`src/rtl/fp16_mac_pkg.sv`:
```
// +----------------------------------------------------------------------------+
// | fp16_mac_pkg                                                               |
// | Shared state encoding and fp16 constants for the fp16 MAC sequencer.       |
// | Revision: 1.0                                                              |
// +----------------------------------------------------------------------------+
`default_nettype none

package fp16_mac_pkg;

  localparam int FP16_W = 16;
  localparam logic [FP16_W-1:0] FP16_ZERO = 16'h0000;

  typedef enum logic [1:0] {
    IDLE  = 2'd0,
    ACCUM = 2'd1,
    DONE  = 2'd2
  } state_e;

endpackage

`default_nettype wire

```
`src/rtl/fp16_mac_sequencer.sv`:
```
// +----------------------------------------------------------------------------+
// | fp16_mac_sequencer                                                         |
// | Streams fp16 operand pairs through an external FMA and accumulates one     |
// | dot-product per vector. Optional macro FP16_MAC_BIAS_EN adds a bias port   |
// | that seeds the accumulator on start.                                       |
// | Revision: 1.0                                                              |
// +----------------------------------------------------------------------------+
`default_nettype none

module fp16_mac_sequencer
  import fp16_mac_pkg::*;
#(
  parameter int CNT_W = 8
) (
  input  logic              clk,
  input  logic              rst,
  input  logic              start,
`ifdef FP16_MAC_BIAS_EN
  input  logic [FP16_W-1:0] bias,
`endif
  input  logic              in_valid,
  output logic              in_ready,
  input  logic [FP16_W-1:0] in_a,
  input  logic [FP16_W-1:0] in_b,
  input  logic              in_last,
  output logic [FP16_W-1:0] fma_op1,
  output logic [FP16_W-1:0] fma_op2,
  output logic [FP16_W-1:0] fma_ops,
  input  logic [FP16_W-1:0] fma_result,
  output logic              out_valid,
  input  logic              out_ready,
  output logic [FP16_W-1:0] out_data,
  output logic [CNT_W-1:0]  out_count,
  output logic              busy
);

  localparam logic [CNT_W-1:0] CNT_MAX = '1;

  state_e              state_q, state_d;
  logic [FP16_W-1:0]   acc_q, acc_d;
  logic [CNT_W-1:0]    cnt_q, cnt_d;
  logic [FP16_W-1:0]   w_acc_init;
  logic                w_accum;
  logic                w_in_fire;

`ifdef FP16_MAC_BIAS_EN
  assign w_acc_init = bias;
`else
  assign w_acc_init = FP16_ZERO;
`endif

  assign w_accum   = (state_q == ACCUM);
  assign w_in_fire = w_accum && in_valid;

  always_comb begin
    state_d = state_q;
    acc_d   = acc_q;
    cnt_d   = cnt_q;
    case (state_q)
      IDLE: begin
        if (start) begin
          state_d = ACCUM;
          acc_d   = w_acc_init;
          cnt_d   = '0;
        end
      end
      ACCUM: begin
        if (w_in_fire) begin
          // Accumulator keeps chaining even once the count has saturated.
          acc_d = fma_result;
          if (cnt_q != CNT_MAX) begin
            cnt_d = cnt_q + 1'b1;
          end
          if (in_last) begin
            state_d = DONE;
          end
        end
      end
      DONE: begin
        if (out_ready) begin
          state_d = IDLE;
        end
      end
      default: state_d = IDLE;
    endcase
  end

  always_ff @(posedge clk) begin
    if (rst) begin
      state_q <= IDLE;
      acc_q   <= FP16_ZERO;
      cnt_q   <= '0;
    end else begin
      state_q <= state_d;
      acc_q   <= acc_d;
      cnt_q   <= cnt_d;
    end
  end

  assign in_ready  = w_accum;
  assign fma_op1   = w_accum ? in_a : FP16_ZERO;
  assign fma_op2   = w_accum ? in_b : FP16_ZERO;
  assign fma_ops   = acc_q;
  assign out_valid = (state_q == DONE);
  assign out_data  = acc_q;
  assign out_count = cnt_q;
  assign busy      = (state_q != IDLE);

endmodule

`default_nettype wire

```
`config.mk`:
```
export PLATFORM = sky130hd
export DESIGN_NAME = fp16_mac_sequencer
export DESIGN_NICKNAME = d
export VERILOG_FILES = /design/src/rtl/fp16_mac_pkg.sv /design/src/rtl/fp16_mac_sequencer.sv
export SDC_FILE = /design/constraint.sdc
export NUM_CORES = 1
export LEC_CHECK = 0
export CELL_PAD_IN_SITES_DETAIL_PLACEMENT = 0
export CELL_PAD_IN_SITES_GLOBAL_PLACEMENT = 1
export CORE_MARGIN = 2
export CORE_UTILIZATION = 20
export CTS_CLUSTER_DIAMETER = 50
export DETAILED_ROUTE_END_ITERATION = 16
export PLACE_DENSITY = 0.84
export SYNTH_ARGS = -nofsm -noshare
export SYNTH_HDL_FRONTEND = slang
export SYNTH_SLANG_ARGS = --single-unit
```
`constraint.sdc`:
```
create_clock -name clk -period 2.1 [get_ports clk]
set_clock_uncertainty 0.2 [all_clocks]
set_input_delay 0.42 -clock clk [delete_from_list [all_inputs] [get_ports clk]]
set_output_delay 0.42 -clock clk [all_outputs]
set_load 0.005 [all_outputs]
```
==> results.py <==
metrics = {
    "status": {
        "outcome": "completed",
    },
    "yosys": {
        "synth_edf_count": 0,
        "syn_area_per_cell_um2": 8.30,
        "yosysWarnings": 0,
        "ys_ff_latch": 26,
        "yosys_most_used_dff": "dfxtp_1",
        "async_flop_share": 0,
        "syn_inst": 175,
        "yosysSeqAreaShare": 0.358,
        "synth_nets": 230,
        "ys_types": 34,
        "syn-cell-area_um2": 1450,
    },
    "floorplan": {
        "row_count": 31,
        "die_h_um": 89.2,
        "core_area_um2": 7140,
        "die_area_um2": 7960,
        "initial_core_util": 0.204,
        "io_pins": 129,
        "die_w_um": 89.2,
    },
    "placed_design": {
        "hpwl_mm": 4.03,
        "io_buffers": 128,
        "postPlaceCellArea_um2": 2750,
        "place_ws_ns": -0.0836,
        "routabilityCongestion": 0.792,
    },
    "global_routing": {
        "grt_pass1_vias": 1674,
        "grt_pass1_wl_mm": 7.84,
        "grt_max_degree": 20,
        "antenna_found_initial": 0,
        "grt_util_all_layers": 0.124,
        "overflow": 0,
    },
    "finish": {
        "fin_nets": 352,
        "nFillCells": 759,
        "drive_gt1_frac": 0.105,
        "design_area_um2": 2860,
        "syn_to_final_growth_pct": 97.1,
        "diodes": 0,
    },
    "worst_setup_path": {
        "critPathCaptureType": "output pin",
        "crit_path_start_kind": "register",
        "rrSetupSlack_ns": 0.19,
        "max_stage_delay_ns": 0.34,
        "slowest_stage": "dfxtp_2",
        "worstRegToRegCells": 9,
        "path_buf_inv": 3,
        "crit_fanout": 9,
        "crit_required_ns": 1.48,
        "reg2reg_from": "state_q[1]$_SDFFE_PP0P_",
        "timing.rr.end": "fma_ops[9]$_SDFFE_PP0P_",
        "crit_chain": "nand2b_4, clkinvlp_4, buf_6, and2_1, dlygate4sd2_1",
        "cp_top_family": "buffers and inverters",
        "critPathArrivalTime_ns": 1.40,
        "worst-setup-path-type": "register to output pin",
    },
    "pwr": {
        "ir_worst_vdd_mv": 0.157,
        "power_density_nw_per_um2": 429,
        "leakage_nw": 1.23,
        "finalPower_mw": 1.23,
    },
    "clock_network": {
        "cts_tree": "built",
        "cts_made_buffers": 3,
        "cts_max_path_buffers": 2,
        "htree_levels": 1,
        "cts.sinks": 26,
        "cts_root_buffer": "clkbuf_8",
        "insertion_delay_ns": 0.27,
        "hold_buffers": 0,
        "clk_pin_slew_worst_paths_ns": 0.09,
    },
    "routing": {
        "vias": 1708,
        "drt_first_pass_iters": 4,
        "drc": 0,
        "drtIter0Drc": 116,
        "ant_nets": 0,
        "drt-total-wl_mm": 5.22,
        "vias_per_cell": 4.32,
        "wl_per_cell_um": 13.2,
    },
    "hold_path": {
        "hp-class": "register to register",
        "worstHoldEndpoint": "fma_ops[5]$_SDFFE_PP0P_",
        "min_path_cells": 2,
        "hp-start": "fma_ops[5]$_SDFFE_PP0P_",
    },
    "timing": {
        "period_minus_slack_ns": 2.02,
        "relSlewSlack": 0.777,
        "fmax_ghz": 0.495,
        "finalMaxSlewViolations": 0,
        "tightest_slew_ns": 0.331,
        "rsz0062_at_grt": "no",
        "setup_ws_ns": 0.0799,
        "period_share": 0.962,
        "setup-violations-final": 0,
        "hold_viol": 0,
    },
    "run": {
        "drv_cap": 0,
    },
}
registers in the layout, indices dropped and copies added, names as in the netlist:
register and count:
fma_ops 16, out_count 8, state_q 2
cell type report:
class	instances	area [µm²]	share of cell area
Multi-Input combinational cell	117	732	0.256
Timing Repair Buffer	144	1390	0.487
Inverter	4	27.5	0.00962
Sequential cell	26	523	0.183
Clock buffer	4	55.1	0.0192
Tap cell	99	124	0.0433
Timing Repair inverter	1	7.51	0.00262
routing by layer:
layer / vias to the layer above / global-route usage / wire, µm
met5: - / 0 / 0
met4: 0 / 0.0204 / 23
met3: 2 / 0.0332 / 454
met2: 95 / 0.230 / 2660
met1: 774 / 0.143 / 2080
li1: 837 / - / -
synth_stat cells (2+ instances only):
library cell	number	area, µm²
nand2_1	4	15.0
nand4_1	3	18.8
and2_1	32	200
and3_4	2	22.5
nor2_1	22	82.6
o21ai_0	4	20.0
a21oi_1	3	15.0
a41oi_1	3	26.3
inv_1	3	11.3
dfxtp_1	26	521
buf_6	3	33.8
o41ai_1	2	17.5
o311ai_0	3	26.3
clkbuf_1	7	26.3
buf_4	17	128
nand2b_1	2	12.5
a22oi_1	17	128
nor3_1	3	15.0
nand3_1	4	20.0
tightest hold or removal path: cells and delay by family (launching register included):
family          cells  cell delay (ns)
simple gates        1             0.07
compound gates      1             0.07
flops               1             0.36
worst max-delay path by stage:
stage,startpoint,end,slack (ns),cells after the start
finish,state_q[1]$_SDFFE_PP0P_,fma_op1[1],0.08,5
global route,state_q[1]$_SDFFE_PP0P_,fma_op1[4],0.003,5
CTS,state_q[1]$_SDFFE_PP0P_,fma_op2[3],-0.09,4
detailed placement,in_a[14],fma_op1[14],-0.08,3
global placement,in_a[14],fma_op1[14],-0.07,3
floorplan,state_q[0]$_SDFFE_PP0P_,fma_op2[10],0.41,5
per-stage QoR:
step	std cells	hold WS [ns]	utilization	setup TNS, ns
finish	395	0.330	0.401	0
global route	395	0.355	0.401	0
global placement	385	0.306	0.385	-0.539
detailed placement	385	0.311	0.385	-0.555
floorplan	175	0.265	-	0
CTS	394	0.323	0.395	-0.182
placed cells by master, fill, tap and decap left out, types with 2 or more instances in the layout:
cell	synthesis	layout
a21oi_1	3	3
a22oi_1	17	17
a41oi_1	3	3
and2_1	32	32
and3_4	2	2
buf_4	17	13
buf_6	3	2
clkbuf_8	0	4
clkdlybuf4s15_1	0	4
clkdlybuf4s50_1	0	93
dfxtp_1	26	24
dfxtp_2	0	2
dlygate4sd2_1	0	28
dlymetal6s2s_1	0	3
inv_1	3	3
nand2_1	4	4
nand3_1	4	4
nand4_1	3	3
nor2_1	22	22
nor3_1	3	3
o21ai_0	4	4
o311ai_0	3	3
o41ai_1	2	2
power breakdown:
part	internal (mW)	leakage, nW	switching (mW)
sequential	0.508	0.212	0.0127
combinational	0.243	0.990	0.139
clock	0.168	0.0288	0.160
repair_timing:
item | CTS | global route
buffers inserted | 4 | 1
pin swaps | 0 | 0
gates cloned | 1 | 0
endpoints found under the setup margin | 34 | 19
gates resized for setup | 41 | 10
cells by family after synthesis:
group                    synth area share
adder cells (fa/ha/maj)           0.00861
buffers and inverters               0.145
AND/OR/NAND/NOR                     0.301
flip-flops                          0.358
AO/OA/AOI/OAI                       0.187
Note: power is estimated with default switching activity, not from simulation.
